===== config.mk =====
export PLATFORM = sky130hd
export DESIGN_NAME = debug_trace_buffer
export DESIGN_NICKNAME = d
export VERILOG_FILES = /design/src/rtl/dbg_pkg.sv /design/src/rtl/dbg_sync_fifo.sv /design/src/rtl/debug_trace_buffer.sv
export SDC_FILE = /design/constraint.sdc
export NUM_CORES = 1
export LEC_CHECK = 0
export ABC_CLOCK_PERIOD_IN_PS = 7450
export CAP_MARGIN = 20
export CORE_MARGIN = 2
export CORE_UTILIZATION = 66
export DETAILED_ROUTE_END_ITERATION = 10
export PLACE_DENSITY = 0.95
export SLEW_MARGIN = 20
export SYNTH_ARGS = -nofsm -noshare
export SYNTH_HDL_FRONTEND = slang
export SYNTH_SLANG_ARGS = --single-unit

===== constraint.sdc =====
create_clock -name clk -period 7.45 [get_ports clk]
set_input_delay 1.8625 -clock clk [delete_from_list [all_inputs] [get_ports clk]]
set_output_delay 1.8625 -clock clk [all_outputs]
set_load 0.01 [all_outputs]

===== src/rtl/dbg_pkg.sv =====
// Shared widths and trace-entry layout for the pipeline-stage debug trace path.
// The status word bit order is {spmm_vld, spmm_rdy, dmvm_vld, dmvm_rdy, sm_vld, sm_rdy, aggr_vld, aggr_rdy}.
package dbg_pkg;

    localparam int DBG_STATUS_W = 8;
    localparam int DBG_TS_W     = 24;
    localparam int DBG_WORD_W   = 32;

    localparam int BIT_SPMM_VLD = 7;
    localparam int BIT_SPMM_RDY = 6;
    localparam int BIT_DMVM_VLD = 5;
    localparam int BIT_DMVM_RDY = 4;
    localparam int BIT_SM_VLD   = 3;
    localparam int BIT_SM_RDY   = 2;
    localparam int BIT_AGGR_VLD = 1;
    localparam int BIT_AGGR_RDY = 0;

    typedef struct packed {
        logic [DBG_STATUS_W-1:0] status;
        logic [DBG_TS_W-1:0]     ts;
    } trace_entry_t;

endpackage


===== src/rtl/dbg_sync_fifo.sv =====
// First-word-fall-through synchronous FIFO with occupancy count and synchronous flush.
// The head word reads as zero while empty so no stale entry is ever presented.
module dbg_sync_fifo #(
    parameter int WIDTH = 32,
    parameter int DEPTH = 16
) (
    input  logic                       clk,
    input  logic                       rst_n,
    input  logic                       clr_i,
    input  logic                       push_i,
    input  logic [WIDTH-1:0]           data_i,
    input  logic                       pop_i,
    output logic [WIDTH-1:0]           data_o,
    output logic                       full_o,
    output logic                       empty_o,
    output logic [$clog2(DEPTH):0]     count_o
);

    localparam int AW = $clog2(DEPTH);
    localparam int CW = AW + 1;

    logic [WIDTH-1:0] mem [DEPTH];
    logic [AW-1:0]    wr_ptr_q, wr_ptr_d;
    logic [AW-1:0]    rd_ptr_q, rd_ptr_d;
    logic [CW-1:0]    count_q, count_d;
    logic             do_push, do_pop;

    assign full_o  = (count_q == CW'(DEPTH));
    assign empty_o = (count_q == '0);
    assign do_pop  = pop_i && !empty_o && !clr_i;
    // A push into a full FIFO is legal only when the head leaves in the same cycle.
    assign do_push = push_i && (!full_o || do_pop) && !clr_i;

    always_comb begin
        wr_ptr_d = wr_ptr_q;
        rd_ptr_d = rd_ptr_q;
        count_d  = count_q;
        if (clr_i) begin
            wr_ptr_d = '0;
            rd_ptr_d = '0;
            count_d  = '0;
        end else begin
            if (do_push) wr_ptr_d = wr_ptr_q + 1'b1;
            if (do_pop)  rd_ptr_d = rd_ptr_q + 1'b1;
            if (do_push && !do_pop)      count_d = count_q + 1'b1;
            else if (!do_push && do_pop) count_d = count_q - 1'b1;
        end
    end

    always_ff @(posedge clk or negedge rst_n) begin
        if (!rst_n) begin
            wr_ptr_q <= '0;
            rd_ptr_q <= '0;
            count_q  <= '0;
        end else begin
            wr_ptr_q <= wr_ptr_d;
            rd_ptr_q <= rd_ptr_d;
            count_q  <= count_d;
        end
    end

    always_ff @(posedge clk) begin
        if (do_push) mem[wr_ptr_q] <= data_i;
    end

    assign data_o  = empty_o ? '0 : mem[rd_ptr_q];
    assign count_o = count_q;

endmodule


===== src/rtl/debug_trace_buffer.sv =====
// Timestamps every change of the stage-status word and queues it for the host.
// Events arriving with the FIFO full and no pop are dropped and counted.
module debug_trace_buffer
    import dbg_pkg::*;
#(
    parameter int STATUS_W = DBG_STATUS_W,
    parameter int TS_W     = DBG_TS_W,
    parameter int DEPTH    = 16
) (
    input  logic                     clk,
    input  logic                     rst_n,
    input  logic [STATUS_W-1:0]      status_i,
    input  logic                     enable_i,
    input  logic                     clear_i,
    output logic                     rd_vld_o,
    input  logic                     rd_rdy_i,
    output logic [DBG_WORD_W-1:0]    rd_data_o,
    output logic [$clog2(DEPTH):0]   count_o,
    output logic                     overflow_o,
    output logic [15:0]              drop_cnt_o,
    output logic                     ts_wrap_o
);

    logic [TS_W-1:0]     ts_q, ts_d;
    logic [STATUS_W-1:0] status_prev_q;
    logic                overflow_q, overflow_d;
    logic [15:0]         drop_cnt_q, drop_cnt_d;
    logic                ts_wrap_q, ts_wrap_d;
    logic                fifo_full, fifo_empty;
    logic                evt, pop, push, drop;

    assign rd_vld_o = !fifo_empty;
    assign pop      = rd_vld_o && rd_rdy_i && !clear_i;
    assign evt      = enable_i && (status_i != status_prev_q) && !clear_i;
    assign push     = evt && (!fifo_full || pop);
    assign drop     = evt && fifo_full && !pop;

    always_comb begin
        ts_d       = ts_q;
        overflow_d = overflow_q;
        drop_cnt_d = drop_cnt_q;
        ts_wrap_d  = ts_wrap_q;
        if (clear_i) begin
            ts_d       = '0;
            overflow_d = 1'b0;
            drop_cnt_d = '0;
            ts_wrap_d  = 1'b0;
        end else begin
            if (enable_i) begin
                ts_d = ts_q + 1'b1;
                if (&ts_q) ts_wrap_d = 1'b1;
            end
            if (drop) begin
                overflow_d = 1'b1;
                if (drop_cnt_q != 16'hFFFF) drop_cnt_d = drop_cnt_q + 16'd1;
            end
        end
    end

    // status_prev follows the input even while disabled or clearing, so a
    // held status never looks like a change once tracing resumes.
    always_ff @(posedge clk or negedge rst_n) begin
        if (!rst_n) begin
            ts_q          <= '0;
            status_prev_q <= '0;
            overflow_q    <= 1'b0;
            drop_cnt_q    <= '0;
            ts_wrap_q     <= 1'b0;
        end else begin
            ts_q          <= ts_d;
            status_prev_q <= status_i;
            overflow_q    <= overflow_d;
            drop_cnt_q    <= drop_cnt_d;
            ts_wrap_q     <= ts_wrap_d;
        end
    end

    dbg_sync_fifo #(
        .WIDTH (DBG_WORD_W),
        .DEPTH (DEPTH)
    ) u_fifo (
        .clk     (clk),
        .rst_n   (rst_n),
        .clr_i   (clear_i),
        .push_i  (push),
        .data_i  ({status_i, ts_q}),
        .pop_i   (pop),
        .data_o  (rd_data_o),
        .full_o  (fifo_full),
        .empty_o (fifo_empty),
        .count_o (count_o)
    );

    assign overflow_o = overflow_q;
    assign drop_cnt_o = drop_cnt_q;
    assign ts_wrap_o  = ts_wrap_q;

endmodule


==> flow_summary.json <==
{
  "min_path_cells": 2,
  "wl_per_cell_um": 30.8,
  "drcViolationCount": 0,
  "report.final.setup_viol": 0,
  "hold-path-endpoint": "overflow_o",
  "hp-start": "overflow_o",
  "worst_slew_margin_rel_pct": 21.4,
  "finalMaxSlewViolations": 0,
  "vias": 13400,
  "pin_count": 69,
  "crit_fanout": 46,
  "grtUsageTotal_pct": 31.9,
  "skew_ns": 0.0280,
  "ys_top_cells_by_count": "512 x edfxtp_1, 134 x mux2i_1, 64 x mux4_2, 64 x o221ai_1, 63 x dfrtp_1",
  "synth-warning-count": 0,
  "synthTopCellsByArea": "edfxtp_1 67%, dfrtp_1 6.9%, mux4_2 6.3%, mux2i_1 5.9%, o221ai_1 2.5%",
  "p_seq_share_pct": 44.4,
  "worstRegToRegCells": 10,
  "via_per_inst": 7.30,
  "final_nets": 1368,
  "critPathKind": "reg2out",
  "rr_endpoint": "u_fifo.count_o[4]",
  "total_leakage_power_nw": 8.13,
  "post_cts_buffers": 0,
  "place.gp.congestion": 0.817,
  "ctsHoldBuffers": 0,
  "fin_crit_sh_pct": 77.5,
  "ys_seq_area_share_pct": 74.2,
  "rrSetupSlack_ns": 4.00,
  "final.setup.tns_ns": 0,
  "dp_hpwl_um": 27100,
  "row_count": 68,
  "combinationalPowerShare_pct": 21.0,
  "numCtsBuffers": 53,
  "grt.overflow.total": 0,
  "cts_tree": "yes",
  "p_sw_mw": 2.18,
  "clock_sinks": 575,
  "synthFlopType": "edfxtp_1",
  "syn-num-nets": 1296,
  "fin_crit_ns": 5.77,
  "power.internal_mw": 6.03,
  "htreeDepth": 2,
  "p_sw_share_pct": 26.5,
  "ant_nets": 0,
  "ir_worst_vdd_uv": 267,
  "yosysUniqueCellTypes": 48,
  "power_mw": 8.21,
  "syn_inst": 1271,
  "p_clk_share_pct": 34.5,
  "synth_top_area_share_pct": 67.3,
  "cp.required_ns": 5.59,
  "power_density_nw_per_um2": 317,
  "antenna_found_initial": 0,
  "netlist.top_cell.by_area": "edfxtp_1",
  "cts_resized": 0,
  "initial_utilization_pct": 66.6,
  "root_buffer": "clkbuf_16",
  "drive_gt1_share_pct": 14.2,
  "arrival_ns": 3.91,
  "final_cell_area_um2": 25900,
  "die_w_um": 190,
  "core_area_um2": 34300,
  "synth_most_common_cell": "edfxtp_1",
  "grt_pass1_wl_um": 83800,
  "clock_path_buffers": 3,
  "cap_violations": 0,
  "die-area_um2": 36100,
  "path_clk_slew_ns": 0.07,
  "ys_async_sr_fraction_pct": 11.0,
  "first_pass_iters": 6,
  "synth_seq_cells": 575,
  "routed_wl_um": 56700,
  "tightest_slew_ns": 1.18,
  "grt_pass1_vias": 13700,
  "synth_edf_count": 512,
  "synth_area_um2": 22800,
  "placed_cell_area_um2": 24000,
  "report.final.hold_viol_count": 0,
  "grt_max_degree": 65,
  "r2r-start": "status_prev_q[7]",
  "startpoint_type": "flip-flop",
  "drtIter0Drc": 2005,
  "status": "complete, no violations",
  "final_util_pct": 75.4,
  "holdCritPathClass": "reg2reg",
  "rsz0062_at_grt": "false",
  "dieHeight_um": 190,
  "diodes": 0,
  "portBuffers": 68,
  "area_growth_pct": 13.2,
  "worstSkewPairLatency_ns": 0.59,
  "fmaxAchievable_mhz": 173,
  "cp-end-kind": "output pin",
  "avgSynthCellArea_um2": 18.0
}
==> per-stage QoR <==
step                cells  hold slack (ns)  setup WS [ns]
floorplan            1271            0.529           1.35
global placement     1742            0.483           2.03
detailed placement   1742            0.502           1.87
CTS                  1841            0.533           1.63
global route         1842            0.586           1.65
finish               1842            0.527           1.68
==> layout by cell type, fill, tap and decap left out, types with 8 or more instances in the layout <==
master and n:
edfxtp_1 512, mux2i_1 134, clkdlybuf4s50_1 66, o221ai_1 64, mux4_2 64, dfrtp_1 60, clkbuf_16 55, nand2_1 54
nor2_1 46, o22ai_1 32, a211oi_1 32, xnor2_1 21, xor2_1 20, nand3_1 18, buf_4 17, a21oi_1 12
ha_1 11, clkbuf_1 10, and2_4 9, and3_1 9, or3_1 9, clkbuf_8 9, clkinv_2 9, nor3_1 8
and4_1 8, o21ai_1 8, nand4_1 8
==> per-layer routing <==
metal	wire (um)	GRT usage, %	part of all wire, %
met3	6330	7.34	11
met2	28400	52.7	50
met4	2850	15.7	5.0
met5	0	0	0
met1	19200	40.3	34
==> power groups by stage <==
stage / Combinational (mW) / Clock [mW] / Sequential, mW
detailed placement: 1.60 / 0 / 3.76
CTS: 1.65 / 2.82 / 3.70
global route: 1.81 / 2.94 / 3.65
global placement: 1.55 / 0 / 3.75
finish: 1.73 / 2.83 / 3.65
floorplan: 1.13 / 0 / 3.65
==> critical path, stage by stage (launching register included) <==
cell             delay, ns
dfrtp_2               0.57
nand2b_2              0.47
buf_4                 0.45
o221ai_1              0.40
o22ai_1               0.16
a211oi_1              0.57
clkdlybuf4s50_1       0.66
==> worst max-delay path by stage <==
stage          slack [ns]           endpoint                from
5_1_grt              1.65      rd_data_o[23]  u_fifo.rd_ptr_q[1]
3_5_place_dp         1.87  u_fifo.count_o[4]         status_i[7]
2_1_floorplan        1.35   u_fifo.mem[3][0]             clear_i
4_1_cts              1.63      rd_data_o[14]  u_fifo.rd_ptr_q[0]
3_3_place_gp         2.03  u_fifo.count_o[4]         status_i[7]
6_report             1.68      rd_data_o[23]  u_fifo.rd_ptr_q[1]
==> cell type report <==
class,count,area (um2)
clock buffer,74,1540
fill,1642,8430
tap,455,569
sequential,575,17000
clock inverter,25,288
timing repair buffer,88,866
multi-input combinational,618,5620
inverter,7,26.3
==> state kept, by name, summed over array words and instances, names as in the netlist <==
register	cells
ts_wrap_o	1
status_prev_q	8
u_fifo.mem	512
overflow_o	1
u_fifo.count_o	5
u_fifo.wr_ptr_q	4
u_fifo.rd_ptr_q	4
ts_q	24
drop_cnt_o	16
==> logic make-up (layout without fill, tap and decap cells) <==
group	count (synthesis)	after routing	synth area share (%)
AO/OA/AOI/OAI	167	167	5.43
XOR/XNOR	41	41	1.57
adder cells (fa/ha/maj)	12	12	0.690
buffers and inverters	78	194	1.46
flip-flops	575	575	74.2
multiplexers	199	199	12.3
AND/OR/NAND/NOR	199	199	4.39
Power figures use the tool's default switching activity.
